**config.mk**
```make
export PLATFORM = sky130hd
export DESIGN_NAME = srv_mem_arbiter
export DESIGN_NICKNAME = d
export VERILOG_FILES = /design/src/rtl/srv_mem_pkg.sv /design/src/rtl/srv_mem_arbiter_rr.sv /design/src/rtl/srv_mem_arbiter.sv
export SDC_FILE = /design/constraint.sdc
export NUM_CORES = 1
export LEC_CHECK = 0
export ABC_AREA = 1
export BUFFER_PORTS_ARGS = -buffer_cell sky130_fd_sc_hd__buf_2
export CORE_AREA = 3 3 288 290
export CTS_CLUSTER_SIZE = 20
export DETAILED_ROUTE_END_ITERATION = 16
export DIE_AREA = 0 0 291 293
export SLEW_MARGIN = 5
export SYNTH_ARGS = -nofsm -noshare
export SYNTH_HDL_FRONTEND = slang
export SYNTH_SLANG_ARGS = --single-unit
```
**constraint.sdc**
```tcl
create_clock -name clk -period 3.1 [get_ports clk]
set_clock_uncertainty 0.15 [all_clocks]
set_input_delay 0.93 -clock clk [delete_from_list [all_inputs] [get_ports clk]]
set_output_delay 0.93 -clock clk [all_outputs]
set_load 0.01 [all_outputs]
```
**src/rtl/srv_mem_pkg.sv**
```systemverilog
// Shared types and constants for the line-fill memory arbiter.
// The state encoding is kept here so the arbiter and any tooling agree on it.
package srv_mem_pkg;

  typedef enum logic [1:0] {
    IDLE = 2'd0,
    REQ  = 2'd1,
    WAIT = 2'd2,
    RESP = 2'd3
  } arb_state_t;

  localparam int LINE_W     = 128;
  localparam int PRIO_RR    = 0;
  localparam int PRIO_FIXED = 1;

endpackage

```
**src/rtl/srv_mem_arbiter_rr.sv**
```systemverilog
// Combinational requester picker: round-robin after the last winner, or fixed
// lowest-index priority. The last-winner pointer register lives in the parent.
module srv_rr_arbiter
  import srv_mem_pkg::*;
#(
  parameter int NREQ      = 2,
  parameter int PRIO_MODE = PRIO_RR,
  localparam int IW       = (NREQ > 1) ? $clog2(NREQ) : 1
) (
  input  logic [NREQ-1:0] req,
  input  logic [IW-1:0]   last,
  output logic [NREQ-1:0] gnt
);

  logic [NREQ-1:0] above_last;
  logic [NREQ-1:0] masked;
  logic [NREQ-1:0] pick;

  // Fixed priority simply never masks, so the lowest requester always wins.
  for (genvar gi = 0; gi < NREQ; gi++) begin : g_mask
    assign above_last[gi] = (PRIO_MODE != PRIO_FIXED) && (IW'(gi) > last);
  end

  assign masked = req & above_last;
  assign pick   = (|masked) ? masked : req;
  assign gnt    = pick & (~pick + NREQ'(1));

endmodule

```
**src/rtl/srv_mem_arbiter.sv**
```systemverilog
// Shares one line-fill memory port among NREQ requesters with a single
// outstanding transaction and a one-cycle response pulse to the winner.
module srv_mem_arbiter
  import srv_mem_pkg::*;
#(
  parameter int NREQ        = 2,
  parameter int DATA_W      = LINE_W,
  parameter int PRIO_MODE   = PRIO_RR,
  parameter int TIMEOUT_CYC = 0
) (
  input  logic                   clk,
  input  logic                   rst_n,
  input  logic [NREQ-1:0]        req_i,
  input  logic [NREQ*32-1:0]     addr_i,
  input  logic [NREQ-1:0]        we_i,
  input  logic [NREQ*DATA_W-1:0] wdata_i,
  output logic [NREQ-1:0]        rsp_o,
  output logic [DATA_W-1:0]      rdata_o,
  output logic                   err_o,
  output logic                   busy_o,
  output logic                   mem_req_o,
  output logic [31:0]            mem_addr_o,
  output logic                   mem_we_o,
  output logic [DATA_W-1:0]      mem_wdata_o,
  input  logic                   mem_gnt_i,
  input  logic                   mem_rsp_i,
  input  logic [DATA_W-1:0]      mem_rdata_i
);

  localparam int IW = (NREQ > 1) ? $clog2(NREQ) : 1;
  localparam int CW = (TIMEOUT_CYC > 0) ? $clog2(TIMEOUT_CYC + 1) : 1;
  localparam logic [CW-1:0] TMO_LAST = (TIMEOUT_CYC > 0) ? CW'(TIMEOUT_CYC - 1) : '0;

  arb_state_t        state_reg, state_next;
  logic [IW-1:0]     win_reg, last_reg, gnt_idx;
  logic [NREQ-1:0]   gnt;
  logic [31:0]       addr_reg;
  logic              we_reg;
  logic [DATA_W-1:0] wdata_reg, rdata_reg;
  logic              err_reg;
  logic [CW-1:0]     tmo_reg;
  logic              tmo_hit;

  srv_rr_arbiter #(
    .NREQ      (NREQ),
    .PRIO_MODE (PRIO_MODE)
  ) u_arb (
    .req  (req_i),
    .last (last_reg),
    .gnt  (gnt)
  );

  always_comb begin
    gnt_idx = '0;
    for (int i = 0; i < NREQ; i++) begin
      if (gnt[i]) gnt_idx = IW'(i);
    end
  end

  // tmo_reg counts completed WAIT cycles; the last one without a response expires.
  assign tmo_hit = (TIMEOUT_CYC > 0) && (tmo_reg == TMO_LAST);

  always_comb begin
    state_next = state_reg;
    rsp_o      = '0;
    err_o      = 1'b0;
    mem_req_o  = 1'b0;
    busy_o     = (state_reg != IDLE);
    case (state_reg)
      IDLE: if (|req_i) state_next = REQ;
      REQ: begin
        mem_req_o = 1'b1;
        if (mem_gnt_i) state_next = WAIT;
      end
      WAIT: if (mem_rsp_i || tmo_hit) state_next = RESP;
      RESP: begin
        rsp_o[win_reg] = 1'b1;
        err_o          = err_reg;
        state_next     = IDLE;
      end
      default: state_next = IDLE;
    endcase
  end

  always_ff @(posedge clk or negedge rst_n) begin
    if (!rst_n) begin
      state_reg <= IDLE;
      win_reg   <= '0;
      last_reg  <= IW'(NREQ - 1);
      addr_reg  <= '0;
      we_reg    <= 1'b0;
      wdata_reg <= '0;
      rdata_reg <= '0;
      err_reg   <= 1'b0;
      tmo_reg   <= '0;
    end else begin
      state_reg <= state_next;
      case (state_reg)
        IDLE: if (|req_i) begin
          win_reg   <= gnt_idx;
          addr_reg  <= addr_i[32*gnt_idx +: 32];
          we_reg    <= we_i[gnt_idx];
          wdata_reg <= wdata_i[DATA_W*gnt_idx +: DATA_W];
          err_reg   <= 1'b0;
        end
        // Holding the counter clear throughout REQ makes WAIT always start at zero.
        REQ: tmo_reg <= '0;
        WAIT: begin
          if (mem_rsp_i) begin
            rdata_reg <= mem_rdata_i;
          end else if (tmo_hit) begin
            rdata_reg <= '0;
            err_reg   <= 1'b1;
          end else begin
            tmo_reg <= tmo_reg + 1'b1;
          end
        end
        RESP: last_reg <= win_reg;
        default: ;
      endcase
    end
  end

  assign rdata_o     = rdata_reg;
  assign mem_addr_o  = addr_reg;
  assign mem_we_o    = we_reg;
  assign mem_wdata_o = wdata_reg;

endmodule

```
==> flow_metrics.env <==
export IMPL_dpl_cell_area_um2=19300
export IMPL_top_layer_used="met5"
export IMPL_hpwl_um=44900
export IMPL_post_cts_buffers=0
export IMPL_worstSkewPairLatency_ns=0.54
export IMPL_fin_worst_hold_slack_ns=0.177
export IMPL_via_per_inst=4.08
export IMPL_period_share=0.876
export IMPL_ios=750
export IMPL_finalCriticalPeriod_ns=2.72
export IMPL_ir_drop_mv=0.509
export IMPL_cp_end_kind="primary output"
export IMPL_clkTransAtPathRegs_ns=0.06
export IMPL_fin_nets=2972
export IMPL_min_path_type="input port to asynchronous set/reset pin"
export IMPL_track_usage=0.132
export IMPL_die_area_um2=85300
export IMPL_seq_area_frac_synth=0.518
export IMPL_synth_top_cell_area_share=0.516
export IMPL_worst_pin_slew_ns=0.601
export IMPL_fin_ws_ns=0.385
export IMPL_first_iter_violations=847
export IMPL_antenna_found_initial=18
export IMPL_synth_fp_nets=2271
export IMPL_slew_violations=0
export IMPL_synth_area_um2=14100
export IMPL_synth_ff_type="dfrtp_1"
export IMPL_critical_path_class="flip-flop to primary output"
export IMPL_gp_congestion=0.980
export IMPL_synth_cell_types=18
export IMPL_yosys_top_cells_count="nand2_1 (752), dfrtp_1 (292), nand3_1 (290)"
export IMPL_status="complete, no violations"
export IMPL_grt_max_degree=91
export IMPL_dieHeight_um=293
export IMPL_h_tree_depth=2
export IMPL_post_place_ws_ns=0.681
export IMPL_area_growth_pct=44.8
export IMPL_hold_violations=0
export IMPL_path_max_fanout=4
export IMPL_slew_headroom=0.600
export IMPL_rows=104
export IMPL_wl_met3_um=4970
export IMPL_drt_met1_wl_um=25200
export IMPL_ant_nets=0
export IMPL_cts_resized=0
export IMPL_grt_overflow=0
export IMPL_coreArea_um2=80500
export IMPL_stdcell_count=3602
export IMPL_port_buffers=748
export IMPL_clockBufferDepth=3
export IMPL_cellPowerDensity_nw_per_um2=938
export IMPL_drc=0
export IMPL_firstDrtPassIters=5
export IMPL_yosys_top_cells_area="dfrtp_1 (52%), nand2_1 (20%), nand3_1 (10%), nand3b_1 (8.5%), inv_1 (4.5%)"
export IMPL_synthesis_instances=1810
export IMPL_grt_pass1_wl_um=88300
export IMPL_wl_per_cell_um=16.5
export IMPL_cts_root_buf="clkbuf_16"
export IMPL_required_ns=2.02
export IMPL_setup_viol=0
export IMPL_synth_top_area_cell="dfrtp_1"
export IMPL_ys_ff_latch=293
export IMPL_grt_pass1_vias=14498
export IMPL_totalWireLength_um=59500
export IMPL_setup_tns_ns=0
export IMPL_maxCapViolCount=0
export IMPL_clock_fmax_ghz=0.368
export IMPL_leakage_nw=11.7
export IMPL_holdBufCountCts=0
export IMPL_start_kind="flip-flop"
export IMPL_yosysMostFrequentCell="nand2_1"
export IMPL_ys_warn_count=0
export IMPL_met2_wirelength_um=27700
export IMPL_dp_cells=3532
export IMPL_die_x_um=291
export IMPL_layout_drive_gt1_share=0.336
export IMPL_rsz0062_at_grt="false"
export IMPL_cts_made_buffers=37
export IMPL_cts_tree="built"
export IMPL_vias=14684
export IMPL_critical_path_arrival_ns=1.64
export IMPL_final_cell_area_um2=20500
export IMPL_clock_sinks=293
export IMPL_synth_edf_count=0
export IMPL_avgSynthCellArea_um2=7.82
export IMPL_ys_async_sr_fraction=1.00
export IMPL_start_util=0.176
## cell type report
cell class | instances | area, um^2
antenna | 6 | 15.0
clock buffer | 57 | 1090
clock inverter | 7 | 111
fill | 8904 | 60100
inverter | 171 | 644
multi-input combinational | 1217 | 5650
sequential | 293 | 7330
tap | 1060 | 1330
timing repair buffer | 791 | 4310
## worst max-delay path, stage by stage, from the launching register on
cell and delay, ns:
dfrtp_1 0.41, inv_1 0.12, ha_1 0.24, inv_1 0.13, buf_2 0.20
## per-stage QoR
stage | util | power [mW]
finish | 0.254 | 19.2
global route | 0.254 | 20.7
CTS | 0.254 | 19.6
detailed placement | 0.239 | 15.1
global placement | 0.239 | 15.0
floorplan | - | 11.0
## routing by layer
metal  vias up  global-route usage
met5         -                   0
met4        10              0.0380
met3        92              0.0397
met2       615               0.214
met1      6908               0.171
li1       7059                   -
## final timing paths
check	from	endpoint	slack, ns	cells past startpoint
max in group asynchronous	rst_n	rdata_o[34]	1.90	2
worst min register to register	rdata_o[84]	rdata_o[84]	0.31	2
worst min-delay path	rst_n	mem_wdata_o[48]	0.18	1
worst max-delay path	state_reg[0]	busy_o	0.38	4
min in group clk	rdata_o[84]	rdata_o[84]	0.31	2
worst max register to register	state_reg[0]	mem_addr_o[10]	0.99	7
## cell usage in the layout (no fill, tap or decap)
| cell | n |
|---|---|
| nand2_1 | 751 |
| buf_2 | 745 |
| dfrtp_1 | 292 |
| nand3_1 | 290 |
| inv_1 | 170 |
| nand3b_1 | 161 |
| clkbuf_16 | 37 |
| buf_4 | 26 |
| buf_12 | 18 |
| clkbuf_1 | 11 |
| clkbuf_8 | 9 |
| diode_2 | 6 |
| ha_1 | 4 |
| nand2_8 | 2 |
| nor2_4 | 2 |
| nand4_1 | 2 |
| clkinv_8 | 2 |
| clkinv_2 | 2 |
| bufinv_16 | 2 |
| nor2_1 | 1 |
| inv_4 | 1 |
| nand2_4 | 1 |
| o21ai_0 | 1 |
| ha_4 | 1 |
| conb_1 | 1 |
| inv_6 | 1 |
| buf_6 | 1 |
| buf_8 | 1 |
| dfstp_2 | 1 |
## where the power goes
group / internal, mW / switching, mW
logic: 3.02 / 5.09
clock network: 2.59 / 1.72
registers: 5.71 / 1.09
## cells by family after synthesis
| logic type | after synthesis | share of synthesized area |
|---|---|---|
| AOI/OAI and AO/OA | 1 | 0.000353 |
| and+or+nand+nor | 1210 | 0.391 |
| DFF | 293 | 0.518 |
| adders and majority gates | 5 | 0.00442 |
| other | 1 | 0.000265 |
| buffers and inverters | 300 | 0.0854 |
(Power assumes the default switching activity.)
